**src/rtl/uart_tx_frame.sv**
```systemverilog
// uart_tx_frame: parametrised UART transmitter.
// Accepts one character per valid/ready handshake and shifts it out LSB-first
// as start bit, data bits, optional parity bit and one or two stop bits.
// The baud period is latched at accept time, so the source may change
// tx_data/baud_div freely while a frame is on the wire.
module uart_tx_frame #(
    parameter int DATA_BITS = 8,
    parameter int PARITY    = 0,
    parameter int STOP_BITS = 1,
    parameter int DIV_W     = 16
) (
    input  logic                 fpga_clk,
    input  logic                 rst,
    input  logic [DIV_W-1:0]     baud_div,
    input  logic                 tx_valid,
    input  logic [DATA_BITS-1:0] tx_data,
    output logic                 tx_ready,
    output logic                 busy_tx,
    output logic                 sout,
    output logic                 tx_done
);

    // Reject illegal configurations at elaboration time.
    generate
        if (PARITY < 0 || PARITY > 2) begin : g_bad_parity
            $error("uart_tx_frame: PARITY must be 0 (none), 1 (even) or 2 (odd)");
        end
        if (DATA_BITS < 5 || DATA_BITS > 9) begin : g_bad_data_bits
            $error("uart_tx_frame: DATA_BITS must be in 5..9");
        end
        if (STOP_BITS < 1 || STOP_BITS > 2) begin : g_bad_stop_bits
            $error("uart_tx_frame: STOP_BITS must be 1 or 2");
        end
    endgenerate

    localparam int   BCNT_W  = $clog2(DATA_BITS);
    localparam logic PAR_ODD = (PARITY == 2);

    localparam logic [2:0] S_IDLE  = 3'd0;
    localparam logic [2:0] S_START = 3'd1;
    localparam logic [2:0] S_DATA  = 3'd2;
    localparam logic [2:0] S_PAR   = 3'd3;
    localparam logic [2:0] S_STOP  = 3'd4;

    // Control state
    logic [2:0]        r_state;
    logic [DIV_W-1:0]  r_tick;
    logic [BCNT_W-1:0] r_bit;
    logic              r_stop;
    logic              r_sout;
    logic              r_ready;
    logic              r_done;

    // Latched character context
    logic [DIV_W-1:0]     r_div;
    logic [DATA_BITS-1:0] r_shift;
    logic                 r_par;

    logic w_accept;
    logic w_bit_end;
    logic w_last_data;
    logic w_last_stop;
    logic w_par_calc;

    // r_ready is only high in IDLE, so this alone qualifies an accept.
    assign w_accept    = tx_valid & r_ready;
    // Tick counts 0..r_div inclusive; comparing (not wrapping) keeps an
    // all-ones divisor at a full 2^DIV_W period.
    assign w_bit_end   = (r_tick == r_div);
    assign w_last_data = (r_bit == BCNT_W'(DATA_BITS - 1));
    assign w_last_stop = (r_stop == 1'(STOP_BITS - 1));
    assign w_par_calc  = (^tx_data) ^ PAR_ODD;

    assign tx_ready = r_ready;
    assign busy_tx  = ~r_ready;
    assign sout     = r_sout;
    assign tx_done  = r_done;

    // Frame sequencer: bit timing, state transitions and registered outputs.
    always_ff @(posedge fpga_clk or posedge rst) begin
        if (rst) begin
            r_state <= S_IDLE;
            r_tick  <= '0;
            r_bit   <= '0;
            r_stop  <= 1'b0;
            r_sout  <= 1'b1;
            r_ready <= 1'b1;
            r_done  <= 1'b0;
        end else begin
            r_done <= 1'b0;
            if (r_state == S_IDLE) begin
                if (w_accept) begin
                    r_state <= S_START;
                    r_sout  <= 1'b0;
                    r_ready <= 1'b0;
                    r_tick  <= '0;
                end
            end else if (!w_bit_end) begin
                r_tick <= r_tick + 1'b1;
            end else begin
                r_tick <= '0;
                case (r_state)
                    S_START: begin
                        r_state <= S_DATA;
                        r_bit   <= '0;
                        r_sout  <= r_shift[0];
                    end
                    S_DATA: begin
                        if (w_last_data) begin
                            if (PARITY != 0) begin
                                r_state <= S_PAR;
                                r_sout  <= r_par;
                            end else begin
                                r_state <= S_STOP;
                                r_sout  <= 1'b1;
                                r_stop  <= 1'b0;
                            end
                        end else begin
                            r_bit  <= r_bit + 1'b1;
                            // Shift register moves on this same edge, so the
                            // next bit is currently at index 1.
                            r_sout <= r_shift[1];
                        end
                    end
                    S_PAR: begin
                        r_state <= S_STOP;
                        r_sout  <= 1'b1;
                        r_stop  <= 1'b0;
                    end
                    S_STOP: begin
                        if (w_last_stop) begin
                            r_state <= S_IDLE;
                            r_sout  <= 1'b1;
                            r_ready <= 1'b1;
                            r_done  <= 1'b1;
                        end else begin
                            r_stop <= r_stop + 1'b1;
                        end
                    end
                    default: begin
                        r_state <= S_IDLE;
                        r_sout  <= 1'b1;
                        r_ready <= 1'b1;
                    end
                endcase
            end
        end
    end

    // Character context: captured on accept, data shifted at each data-bit boundary.
    always_ff @(posedge fpga_clk) begin
        if (r_state == S_IDLE && w_accept) begin
            r_shift <= tx_data;
            r_div   <= baud_div;
            r_par   <= w_par_calc;
        end else if (r_state == S_DATA && w_bit_end) begin
            r_shift <= r_shift >> 1;
        end
    end

endmodule
```
**config.mk**
```make
export PLATFORM = sky130hd
export DESIGN_NAME = uart_tx_frame
export DESIGN_NICKNAME = d
export VERILOG_FILES = /design/src/rtl/uart_tx_frame.sv
export SDC_FILE = /design/constraint.sdc
export NUM_CORES = 1
export LEC_CHECK = 0
export CAP_MARGIN = 20
export CELL_PAD_IN_SITES_DETAIL_PLACEMENT = 1
export CELL_PAD_IN_SITES_GLOBAL_PLACEMENT = 2
export CORE_MARGIN = 1
export CORE_UTILIZATION = 39
export DETAILED_ROUTE_END_ITERATION = 12
export GPL_TIMING_DRIVEN = 0
export HOLD_SLACK_MARGIN = 0.06
export PLACE_DENSITY_LB_ADDON = 0.1
export REMOVE_ABC_BUFFERS = 1
export SLEW_MARGIN = 20
export SYNTH_ARGS = -nofsm -noshare
export SYNTH_HDL_FRONTEND = slang
export SYNTH_SLANG_ARGS = --single-unit
```
**constraint.sdc**
```tcl
create_clock -name fpga_clk -period 3.85 [get_ports fpga_clk]
set_input_delay 0.9625 -clock fpga_clk [delete_from_list [all_inputs] [get_ports fpga_clk]]
set_output_delay 0.9625 -clock fpga_clk [all_outputs]
set_load 0.05 [all_outputs]
```
### Word level (Yosys, flattened, before mapping)

Cells that the tools add are included.

* shifts and indexed selects: 0
* eq/ne operators: 12
* div/mod/pow operators: 0
* multiply operators: 0
* reduce and logical (&&, ||, !) cells: 13
* add/subtract/negate cells: 3
* multiplexer cells: 29
* magnitude comparators: 0
* bitwise gates (word level): 3

Operator list (number)
* two-way mux 16 bit: 3
* two-way mux 3 bit: 6
* adder 16 x 1 -> 16 bit (second input constant): 1
* == test 16 bit: 1
* two-way mux 8 bit: 2
* AND reduction 4 bit: 4
* two-way mux 1 bit: 13
* case mux 3 bit (4 select lines): 1
* == test 3 x 2 -> 1 bit (second input constant): 2
* == test 3 bit (second input constant): 2
* inequality test 2 bit (second input constant): 3
* inequality test 3 bit (second input constant): 2
* case mux 1 bit (3 select lines): 2
* case mux 3 bit (2 select lines): 1
* nonzero test 2 bit: 3
* adder 3 x 1 -> 3 bit (second input constant): 1
* == test 3 x 1 -> 1 bit (second input constant): 1
* logical NOT 3 bit: 1
* AND reduction 3 bit: 1
* nonzero test 3 bit: 1
* OR reduction 3 bit: 1
* logical AND 1 bit: 2
* inequality test 2 x 1 -> 1 bit (second input constant): 1
* inverter 1 bit: 2
* 3 further kinds: 3

* word-level logic and storage cells: 69
* output and inout bits: 4
* bits in latches: 0
* memory bits (writable): 0
* memories kept: 0
* register bits: 50
* memory bits (read-only): 0

### Longest topological paths before layout

Gate-level depths: netlist of the first run.

* depth in word-level cells: 5
* gate-level depth with buffers: 9

### Worst setup path before layout of the first run

No wires, ideal clock.

* kind: register to register
* start: register r_tick[11]
* end: register r_shift[0], enable pin
* slack: 1.589 ns
* clock period less this slack: 2.261 ns
* path buffers: 4
* arrival: 1.885 ns
* required time: 3.474 ns
* stages on the path, launching flop included: 9
* setup time: 0.376 ns
* cell sequence: dfrtp_1 buf_6 xor2_1 nor4_1 nand4_1 buf_6 buf_6 buf_6 o22ai_1

* word-level cells in the longest chain between the ends: 3

Ends and longest elaborated chain
* start: declaration: line 47 `logic [DIV_W-1:0] r_tick;`
* start signal: assignment: line 99 `r_tick <= r_tick + 1'b1;`
* == test 16 bit: line 69 `assign w_bit_end = (r_tick == r_div);`
* logical AND 1 bit: line 156 `end else if (r_state == S_DATA && w_bit_end) begin`
* nonzero test 2 bit (no line)
* end signal: assignment: line 153 `r_shift <= tx_data;`
* end signal: assignment: line 157 `r_shift <= r_shift >> 1;`
* end: declaration: line 56 `logic [DATA_BITS-1:0] r_shift;`

No other way between the ends.
A chain may end at the register's enable or synchronous reset.

### Worst setup path in the final report of the first run

* start: register r_tick[11]
* end: register r_shift[1], enable pin

The elaborated chain is that of the path after synthesis.

==> results of run 1 <==
[per-layer routing]
metal,GRT usage [%],up-vias,wire length (um)
li1,-,818,-
met2,32.4,27,2770
met5,0,-,0
met1,23.6,859,2470
met3,3.37,6,186
met4,4.29,0,50
[cells in the final DEF (no fill, tap or decap), types with 4 or more instances in the layout]
cell                              netlist  final
sky130_fd_sc_hd__edfxtp_1              24     24
sky130_fd_sc_hd__inv_1                  5      4
sky130_fd_sc_hd__dfrtp_1               23     23
sky130_fd_sc_hd__nand4_1                6      6
sky130_fd_sc_hd__clkdlybuf4s50_1        0     30
sky130_fd_sc_hd__a22o_1                 5      5
sky130_fd_sc_hd__nor4_1                 4      4
sky130_fd_sc_hd__o21ai_0                8      8
sky130_fd_sc_hd__mux2_2                10     10
sky130_fd_sc_hd__xor2_1                16     16
sky130_fd_sc_hd__clkbuf_8               0      6
sky130_fd_sc_hd__nand3_1               12     12
sky130_fd_sc_hd__and3_1                 4      4
sky130_fd_sc_hd__nor2_1                12     12
sky130_fd_sc_hd__a31o_2                 4      4
sky130_fd_sc_hd__nand2_1               20     20
[path summary, 6_finish.rpt]
check	slack, ns	from	endpoint
worst max-delay path	0.54	r_tick[11]	r_shift[1]
worst min-delay path	0.54	tx_ready	tx_ready
worst max register to register	0.54	r_tick[11]	r_shift[1]
worst min register to register	0.54	tx_ready	tx_ready
max in group asynchronous	2.43	rst	r_tick[5]
min in group asynchronous	1.04	rst	r_tick[11]
[per-stage QoR]
| stage | area, sq um | std cells |
|---|---|---|
| finish | 2850 | 310 |
| CTS | 2850 | 310 |
| global placement | 2740 | 301 |
| floorplan | 2350 | 196 |
| global route | 2850 | 310 |
| detailed placement | 2760 | 302 |
[cell type report]
class	instances	area, sq um	share of cell area [%]
sequential	49	1350	47.3
multi-input combinational	142	987	34.6
timing repair buffer	31	312	10.9
tap	75	93.8	3.29
clock buffer	8	90.1	3.16
inverter	5	18.8	0.658
[flip-flops by register name (all words and copies together), names as in the netlist]
signal    flops
tx_ready      1
r_tick       16
r_div        16
sout          1
r_state       3
r_shift       8
r_bit         3
tx_done       1
[power by group through the flow]
| stage | combinational [mW] | sequential [mW] | clock (mW) |
|---|---|---|---|
| after detailed placement | 0.279 | 0.748 | 0 |
| after floorplan | 0.195 | 0.720 | 0 |
| after global placement | 0.259 | 0.742 | 0 |
| after CTS | 0.282 | 0.736 | 0.325 |
| final | 0.277 | 0.736 | 0.319 |
| after global routing | 0.316 | 0.749 | 0.340 |
[logic make-up (layout without fill, tap and decap cells)]
kind of cell | count (synthesis) | after routing
multiplexers | 12 | 12
AND/OR/NAND/NOR | 75 | 75
AO/OA/AOI/OAI | 36 | 36
buffers and inverters | 17 | 44
XOR/XNOR | 16 | 16
adder cells (fa/ha/maj) | 3 | 3
flip-flops | 49 | 49
[cell usage after synthesis, drive strengths merged, types with 5 or more instances]
| cell | number | area [sq um] |
|---|---|---|
| buf | 10 | 80.1 |
| a22o | 5 | 43.8 |
| inv | 5 | 18.8 |
| nor2 | 13 | 51.3 |
| dfrtp | 23 | 576 |
| nand4 | 6 | 37.5 |
| nor4 | 5 | 37.5 |
| o21ai | 8 | 40.0 |
| mux2 | 10 | 113 |
| xor2 | 16 | 140 |
| edfxtp | 24 | 721 |
| nand2 | 20 | 75.1 |
| nand3 | 12 | 60.1 |
[critical path, stage by stage (launching register included)]
cell                      delay (ns)
sky130_fd_sc_hd__dfrtp_1        0.49
sky130_fd_sc_hd__xor2_1         0.20
sky130_fd_sc_hd__nor4_1         0.43
sky130_fd_sc_hd__nand4_1        0.72
sky130_fd_sc_hd__buf_6          0.42
sky130_fd_sc_hd__o22ai_1        0.68
==> Flow_metrics.wiki, run 1 <==
{| class="wikitable"
! Metric !! Value
|-
| Total overflow reported by the global router || 0
|-
| Pin count of the biggest net entering global routing || 27
|-
| Setup TNS || 0 ns
|-
| HPWL after DPL || 3.85 mm
|-
| Setup repair after global routing missed its margin || no
|-
| Core Box Area || 5990 sq um
|-
| 1st-pass router iterations || 4
|-
| Worst Clk Skew || 0.00731 ns
|-
| I/O Buffers || 30
|-
| Count of max-cap constraint violations || 0
|-
| Proportion of layout cells with a drive suffix above 1 || 13.2%
|-
| Critical path data arrival time || 3.24 ns
|-
| Time the final worst path needs with I/O delays and setup || 3.31 ns
|-
| Critical Path End Type || register
|-
| Clock Tree Root || sky130_fd_sc_hd__clkbuf_8
|-
| Share of the synthesized area in compound gates (AO/OA/AOI/OAI) || 11.3%
|-
| Post-synthesis average cell area || 11.7 sq um
|-
| Worst Hold Class || reg2reg
|-
| Peak ir drop on the vdd network || 0.000258 V
|-
| Simple-gate share of the synthesized area || 16.2%
|-
| Global placement routability congestion || 0.762
|-
| Smallest setup slack after layout || 0.543 ns
|-
| Post-Route WL || 5.47 mm
|-
| Longest Clk Path Bufs || 2
|-
| Number of vias per cell after detailed routing || 5.52
|-
| Total die area || 6570 sq um
|-
| CTS sink count || 49
|-
| Start-to-end type of the worst setup path || reg2reg
|-
| Overall power of the completed layout || 1.33 mW
|-
| Final setup violation count || 0
|-
| Final #Nets || 264
|-
| Multiplexer fraction of the synthesized cell area || 5.44%
|-
| Share of async-settable or async-resettable flops after synthesis || 51.0%
|-
| Slew of the pin with the lowest slew margin || 0.892 ns
|-
| Parity-gate share of the synthesized area counting xor and xnor cells || 5.75%
|-
| Most common flop cell mapped by yosys || sky130_fd_sc_hd__edfxtp_1
|-
| Logic gate share of total power || 20.8%
|-
| H-Tree Level Count || 2
|-
| Violation count after the first detailed-route iteration || 128
|-
| Initial antenna violation count || 0
|-
| All-Layer GR Usage || 18.5%
|-
| Number of distinct library cell variants in the gate-level netlist after synthesis || 47
|-
| Number of remaining DRC errors || 0
|-
| Number of vias in the routed layout || 1710
|-
| Initial Utilization || 40.7%
|-
| Switching power share of the total || 31.2%
|-
| Leakage power of the design || 1.11 nW
|-
| Vert. Die Dim || 81.1 um
|-
| Number of flip-flops and latches in the synthesized netlist || 49
|-
| Clock-pin slew of the registers on the worst-case setup and hold paths || 0.09 ns
|-
| I/O pin count || 31
|-
| Clock insertion delay at the later pin of the skew report || 0.30 ns
|-
| TritonCTS clock tree || yes
|-
| Finished Core Util || 47.6%
|-
| Synth Cell Area || 2440 sq um
|-
| Detail-routed net length per standard cell || 17.6 um
|-
| Fmax || 0.302 GHz
|-
| Number of hold buffers added after cts || 0
|-
| Internal || 916 uW
|-
| Final-layout fill cell count || 643
|-
| Wire length of the first global-routing pass || 9.00 mm
|-
| Largest family of logic cells by synthesized area || simple AND/OR/NAND/NOR gates
|-
| Layout area overhead || 16.9%
|-
| Critical path startpoint category || register
|-
| Clk network pwr share || 23.9%
|-
| Pwr dens || 467 nW/um^2
|-
| Headroom to the max-slew limit || 40.5%
|-
| Status || finished, final reports clean
|-
| Placement Rows || 28
|-
| Final Max Tran Viols || 0
|-
| Count of instances resized after the clock tree is built || 0
|-
| Number of cells traversed by the worst hold path || 2
|-
| Antenna Violating Nets Remaining || 0
|-
| Post-synthesis cell count || 208
|-
| Number of warning messages in the yosys log || 0
|-
| Vias in the first global route || 1787
|-
| Net Sw Power || 416 uW
|-
| Width of the die || 81.1 um
|-
| Buffer count from post-CTS setup fixing || 0
|-
| Pre-CTS setup slack || 0.531 ns
|-
| Worst hold slack after final layout || 0.539 ns
|-
| Relative contribution of sequential cells to total power || 55.3%
|-
| Final period utilization || 85.9%
|-
| Adder-Cell Fraction of Synth Area || 1.54%
|-
| Final Hold Violating Endpoints || 0
|-
| Count of flip-flops with a built-in enable after synthesis || 24
|-
| Number of diodes added for antenna fixing || 0
|-
| Count of cells along the worst register-to-register path || 5
|-
| Maximum net fanout on the critical path || 17
|-
| Sequential element share of the synthesized area || 55.3%
|-
| Inserted Clock Buffers || 5
|-
| Required time at the worst-slack endpoint || 3.78 ns
|}
Power figures use the tool's default switching activity.
==> inputs of run 2 (changes only) <==
==> constraint.sdc (replaced) <==
create_clock -name fpga_clk -period 4.3 [get_ports fpga_clk]
set_input_delay 1.075 -clock fpga_clk [delete_from_list [all_inputs] [get_ports fpga_clk]]
set_output_delay 1.075 -clock fpga_clk [all_outputs]
set_load 0.05 [all_outputs]
==> results of run 2 <==
Same layout as run 1 (identical final DEF). Status: finished, final reports clean.
Among the figures that moved: setup slack after placement 0.531 ns -> 0.981 ns; setup slack after layout 0.543 ns -> 0.993 ns; register-to-register setup slack 0.54 ns -> 0.99 ns; total power 1.33 mW -> 1.19 mW; worst IR drop on VDD 0.000258 V -> 0.000231 V
